## config.mk

```make
export PLATFORM = sky130hd
export DESIGN_NAME = uart_tx_arbiter
export DESIGN_NICKNAME = d
export VERILOG_FILES = /design/src/rtl/uart_ctrl_pkg.sv /design/src/rtl/rr_pick.sv /design/src/rtl/uart_tx_arbiter.sv
export SDC_FILE = /design/constraint.sdc
export NUM_CORES = 1
export LEC_CHECK = 0
export CORE_AREA = 2 2 75 77
export DETAILED_ROUTE_END_ITERATION = 8
export DIE_AREA = 0 0 77 79
export PLACE_DENSITY = 0.76
export SLEW_MARGIN = 20
export SYNTH_ARGS = -nofsm -noshare
export SYNTH_HDL_FRONTEND = slang
export SYNTH_SLANG_ARGS = --single-unit
```

## constraint.sdc

```tcl
create_clock -name clk -period 3 [get_ports clk]
set_input_delay 0.9 -clock clk [delete_from_list [all_inputs] [get_ports clk]]
set_output_delay 0.9 -clock clk [all_outputs]
set_load 0.01 [all_outputs]
```

## src/rtl/uart_ctrl_pkg.sv

```systemverilog
// Shared types and constants for the UART transmit-side controllers.
// Frame-time helper sizes timeouts against a baud rate.
package uart_ctrl_pkg;

    typedef enum logic [1:0] {
        ARB       = 2'd0,
        START     = 2'd1,
        WAIT_DONE = 2'd2
    } arb_state_t;

    localparam int UART_DATA_W        = 8;
    localparam int DEF_TIMEOUT_CYCLES = 131072;

    // 8N1 frame is 10 bit times; rounded to the nearest clock.
    function automatic int frame_cycles_9600(input longint clk_hz);
        longint c;
        c = (clk_hz * 10 + 4800) / 9600;
        return int'(c);
    endfunction

endpackage

```

## src/rtl/rr_pick.sv

```systemverilog
// Combinational round-robin selector with a lock override.
// Lowest index at or above ptr (modulo N) wins.
module rr_pick #(
    parameter int N = 4,
    parameter int W = 2
) (
    input  logic [N-1:0] req,
    input  logic [W-1:0] ptr,
    input  logic         lock_en,
    input  logic [W-1:0] lock_id,
    output logic         any,
    output logic [W-1:0] win
);

    int idx;

    always_comb begin
        any = 1'b0;
        win = '0;
        idx = 0;
        if (lock_en) begin
            any = req[lock_id];
            win = lock_id;
        end else begin
            // Walk downward so the closest candidate is assigned last.
            for (int k = N - 1; k >= 0; k--) begin
                idx = int'(ptr) + k;
                if (idx >= N) idx = idx - N;
                if (req[idx]) begin
                    any = 1'b1;
                    win = W'(idx);
                end
            end
        end
    end

endmodule

```

## src/rtl/uart_tx_arbiter.sv

```systemverilog
// Round-robin sharing of one UART transmitter among byte producers,
// with burst locking and a tx_done / next-byte timeout.
module uart_tx_arbiter
    import uart_ctrl_pkg::*;
#(
    parameter int NUM_REQ        = 4,
    parameter int DATA_W         = UART_DATA_W,
    parameter int TIMEOUT_CYCLES = DEF_TIMEOUT_CYCLES,
    parameter int GNT_W          = $clog2(NUM_REQ)
) (
    input  logic                      clk,
    input  logic                      reset_n,
    input  logic [NUM_REQ-1:0]        req_valid,
    input  logic [NUM_REQ*DATA_W-1:0] req_data,
    input  logic [NUM_REQ-1:0]        req_last,
    output logic [NUM_REQ-1:0]        req_ready,
    output logic                      tx_start,
    output logic [DATA_W-1:0]         tx_data,
    input  logic                      tx_done,
    output logic                      busy,
    output logic [GNT_W-1:0]          grant_id,
    output logic                      timeout_err
);

    localparam int CNT_W = $clog2(TIMEOUT_CYCLES);
    localparam logic [CNT_W-1:0] TERM = CNT_W'(TIMEOUT_CYCLES - 1);

    arb_state_t         state, state_n;
    logic [GNT_W-1:0]   rr_ptr, rr_ptr_n;
    logic [GNT_W-1:0]   grant_q, grant_n;
    logic               lock, lock_n;
    logic [CNT_W-1:0]   cnt, cnt_n;
    logic [DATA_W-1:0]  data_q, data_n;
    logic [NUM_REQ-1:0] ready_int;
    logic               start_int;
    logic               err_int;
    logic               pick_any;
    logic [GNT_W-1:0]   pick_win;
    logic               terminal;
    logic [GNT_W-1:0]   next_id;

    rr_pick #(
        .N (NUM_REQ),
        .W (GNT_W)
    ) u_pick (
        .req     (req_valid),
        .ptr     (rr_ptr),
        .lock_en (lock),
        .lock_id (grant_q),
        .any     (pick_any),
        .win     (pick_win)
    );

    assign terminal = (cnt == TERM);
    assign next_id  = (grant_q == GNT_W'(NUM_REQ - 1)) ?
                      '0 : grant_q + 1'b1;

    always_ff @(posedge clk or negedge reset_n) begin
        if (!reset_n) begin
            state   <= ARB;
            rr_ptr  <= '0;
            grant_q <= '0;
            lock    <= 1'b0;
            cnt     <= '0;
            data_q  <= '0;
        end else begin
            state   <= state_n;
            rr_ptr  <= rr_ptr_n;
            grant_q <= grant_n;
            lock    <= lock_n;
            cnt     <= cnt_n;
            data_q  <= data_n;
        end
    end

    always_comb begin
        state_n   = state;
        rr_ptr_n  = rr_ptr;
        grant_n   = grant_q;
        lock_n    = lock;
        cnt_n     = cnt;
        data_n    = data_q;
        ready_int = '0;
        start_int = 1'b0;
        err_int   = 1'b0;
        unique case (state)
            ARB: begin
                if (pick_any) begin
                    ready_int[pick_win] = 1'b1;
                    data_n  = req_data[int'(pick_win)*DATA_W +: DATA_W];
                    grant_n = pick_win;
                    lock_n  = ~req_last[pick_win];
                    state_n = START;
                end else if (lock) begin
                    if (terminal) begin
                        err_int  = 1'b1;
                        lock_n   = 1'b0;
                        rr_ptr_n = next_id;
                        cnt_n    = '0;
                    end else begin
                        cnt_n = cnt + 1'b1;
                    end
                end
            end
            START: begin
                start_int = 1'b1;
                cnt_n     = '0;
                state_n   = WAIT_DONE;
            end
            WAIT_DONE: begin
                // tx_done has priority over a coincident terminal count.
                if (tx_done) begin
                    cnt_n   = '0;
                    state_n = ARB;
                    if (!lock) rr_ptr_n = next_id;
                end else if (terminal) begin
                    err_int  = 1'b1;
                    lock_n   = 1'b0;
                    rr_ptr_n = next_id;
                    cnt_n    = '0;
                    state_n  = ARB;
                end else begin
                    cnt_n = cnt + 1'b1;
                end
            end
            default: state_n = ARB;
        endcase
    end

    // Ready is combinational from req_valid, so mask it while in reset.
    assign req_ready   = ready_int & {NUM_REQ{reset_n}};
    assign tx_start    = start_int;
    assign tx_data     = data_q;
    assign grant_id    = grant_q;
    assign timeout_err = err_int;
    assign busy        = (state != ARB) | lock;

endmodule

```

==> qor.txt, run 1 <==
Starting DRT DRC Count: 70
mean number of vias per cell: 5.07
Worst Path Class, Setup: in -> out
Syn Std Cell Area: 2030 um2
violated checks: negative setup slack
Most used DFF post-synth: dfrtp_1
die width: 77 um
RSZ-0062 raised after global routing: true
R2R depth: 16
Worst slew margin: 70.5%
setup skew after layout: 5.65 ps
Root Buffer Master: clkbuf_8
Final Max Tran Viols: 0
maximum clock rate: 0.314 GHz
Core Util, Final: 59.2%
CTS tree: done
CTS H-tree depth: 2
gr ovfl total: 0
post-synthesis async set-or-reset flop share: 100%
Post-Syn Nets: 273
Clock Sinks: 32
max cap viols: 0
VDD IR-drop max: 0.468 mV
IO Pins: 60
Synth Instances: 223
Num CTS Buffers: 5
most frequent cell after synthesis: nand2_1
worst reg2reg setup slack: 270 ps
Overall Power: 2.77 mW
LEAKAGE: 1.51 nW
Final Critical Period: 3190 ps
crit start category: input port
crit path DAT: 2290 ps
outcome: finished with violations
dominant cell type by area after synthesis: dfrtp_1
synth warn: 0
Final #Nets: 377
setup ws final: -188 ps
EDFF count, synth: 0
post-synth top area share: 39.5%
sequential fraction of the synthesis area: 39.5%
Remaining DRCs: 0
GRT Util Overall: 18.8%
layout cells sized above 1: 26.2%
Worst-Margin Slew: 442 ps
FF+latch count, synth: 32
Area growth, synth to finish: 55.6%
Initial DRT Pass Iterations: 4
Avg Inst Size Synth: 9.10 um2
diode count: 0
DR vias: 2,029
initial antenna violation count: 0
Max Fanout on Critical Path: 3
CTS max path bufs: 2
WHS Endpoint: cnt[16]$_DFFE_PN0P_
final antenna-violating net count: 0
Row Count: 27
largest net degree at the start of global routing: 32
Routed WL: 5.59 mm
final worst-path cycle share: 106%
Worst R2R End: lock$_DFFE_PN0P_
ranking of synthesized cells by area: dfrtp_1 39%, mux2i_1 7.9%, nand2_1 7.2%, ha_1 4.3%, o21ai_0 3.9%
Post-DP HPWL: 4.10 mm
PD cells: 878 nW/um2
Skew-Pair Late Insertion Delay: 280 ps
Initial Util: 38.0%
top cells by count, synth: 39 x nand2_1, 32 x dfrtp_1, 16 x mux2i_1, 16 x o21ai_0
die height: 79 um
RePlAce Congestion: 0.799
first-pass GRT wire length: 9.22 mm
Worst-path clk slew: 60 ps
die area: 6080 um2
Port Buffers: 59
hold path cells: 2
vias in the first global route: 2,010
R2R Path Start: grant_id[0]$_DFFE_PN0P_
hold path startpoint: cnt[16]$_DFFE_PN0P_
Final setup viols: 5
Hold Fails Final Rpt: 0
Wirelength per Cell: 14.0 um
Hold Path Class: reg -> reg
Netlist cell types: 45
Worst EP required: 2100 ps
CP Capture Type: output pin
Core Area: 5340 um2
Post-CTS Hold Fix Bufs: 0
[registers in the layout, summed over array words and instances, names as in the netlist]
name and cells:
cnt 17, grant_id 2, lock 1, rr_ptr 2, state 2, tx_data 8
[cells by family after synthesis]
family	Yosys count	share of synthesized area, %
compound gates	44	15.4
mux	18	9.56
fa+ha+maj	7	4.32
xor+xnor	9	3.88
simple gates	99	23.9
flops	32	39.5
buf+inv	14	3.51
[layer usage]
metal	vias up	routed length, um	part of all wire (%)	global-route usage, %
met2	45	2880	51	32.8
met1	968	2340	42	22.3
met5	-	0	0	0
met3	12	215	3.8	4.09
li1	1004	-	-	-
met4	0	161	2.9	8.57
[worst max-delay path, stage by stage]
cell     delay [ps]
buf_8           100
buf_6           100
or4_4           540
o22ai_4         120
or2_4           160
buf_6            90
inv_2            30
nand3_2          60
nor2b_1          50
buf_2           130
[power by group]
group | switching (mW) | total (mW) | internal (mW)
sequential | 0.0941 | 0.644 | 0.550
combinational | 0.867 | 1.79 | 0.924
clock | 0.154 | 0.336 | 0.183
total | 1.11 | 2.77 | 1.66
[worst max-delay path by stage]
stage | from | endpoint | slack [ps] | cells after the start
CTS | req_valid[0] | req_ready[0] | -180 | 10
global placement | req_valid[1] | req_ready[3] | -980 | 7
detailed placement | req_valid[1] | req_ready[3] | -1010 | 7
floorplan | req_valid[1] | req_ready[3] | 4 | 6
global route | req_valid[0] | req_ready[1] | -230 | 10
finish | req_valid[0] | req_ready[0] | -190 | 10
[what timing repair did]
| item | CTS | global route |
|---|---|---|
| gates resized for setup | 54 | 9 |
| endpoints found under the setup margin | 5 | 6 |
| setup buffers | 12 | 2 |
| gates cloned | 0 | 0 |
| endpoints found under the hold margin | 0 | 0 |
| pin swaps | 8 | 6 |
[through the flow]
stage	cells	setup WS [ps]	TNS, ps	cell area, um2	hold slack [ps]
after floorplan	223	3.86	0	2050	445
after global placement	378	-983	-5240	2920	458
after detailed placement	378	-1010	-5950	2920	470
after CTS	398	-182	-657	3120	485
after global routing	400	-234	-919	3160	528
final	400	-188	-688	3160	475
[cells in the final DEF, fill, tap and decap left out, types with 8 or more instances in the layout]
master / synthesis / final
buf_4: 2 / 42
clkdlybuf4s50_1: 0 / 50
dfrtp_1: 32 / 32
mux2i_1: 16 / 16
nand2_1: 39 / 39
nand3_1: 14 / 13
nor2_1: 14 / 12
o21ai_0: 16 / 13
o221ai_1: 9 / 8
[layout make-up]
type	count	area (um2)
tap	72	90.1
fill	483	2180
timing repair buffer	105	935
inverter	6	22.5
clock buffer	6	82.6
sequential	32	801
multi-input combinational	177	1220
clock inverter	2	10.0
Power figures use the tool's default switching activity.
==> run 2: changes to the inputs <==
--- a/config.mk
+++ b/config.mk
@@ -5,11 +5,11 @@
 export SDC_FILE = /design/constraint.sdc
 export NUM_CORES = 1
 export LEC_CHECK = 0
+export ABC_CLOCK_PERIOD_IN_PS = 3000
 export CORE_AREA = 2 2 75 77
 export DETAILED_ROUTE_END_ITERATION = 8
 export DIE_AREA = 0 0 77 79
 export PLACE_DENSITY = 0.76
-export SLEW_MARGIN = 20
 export SYNTH_ARGS = -nofsm -noshare
 export SYNTH_HDL_FRONTEND = slang
 export SYNTH_SLANG_ARGS = --single-unit
==> results of run 2 <==
Final layout, timing and power as in run 1 (identical DEF).
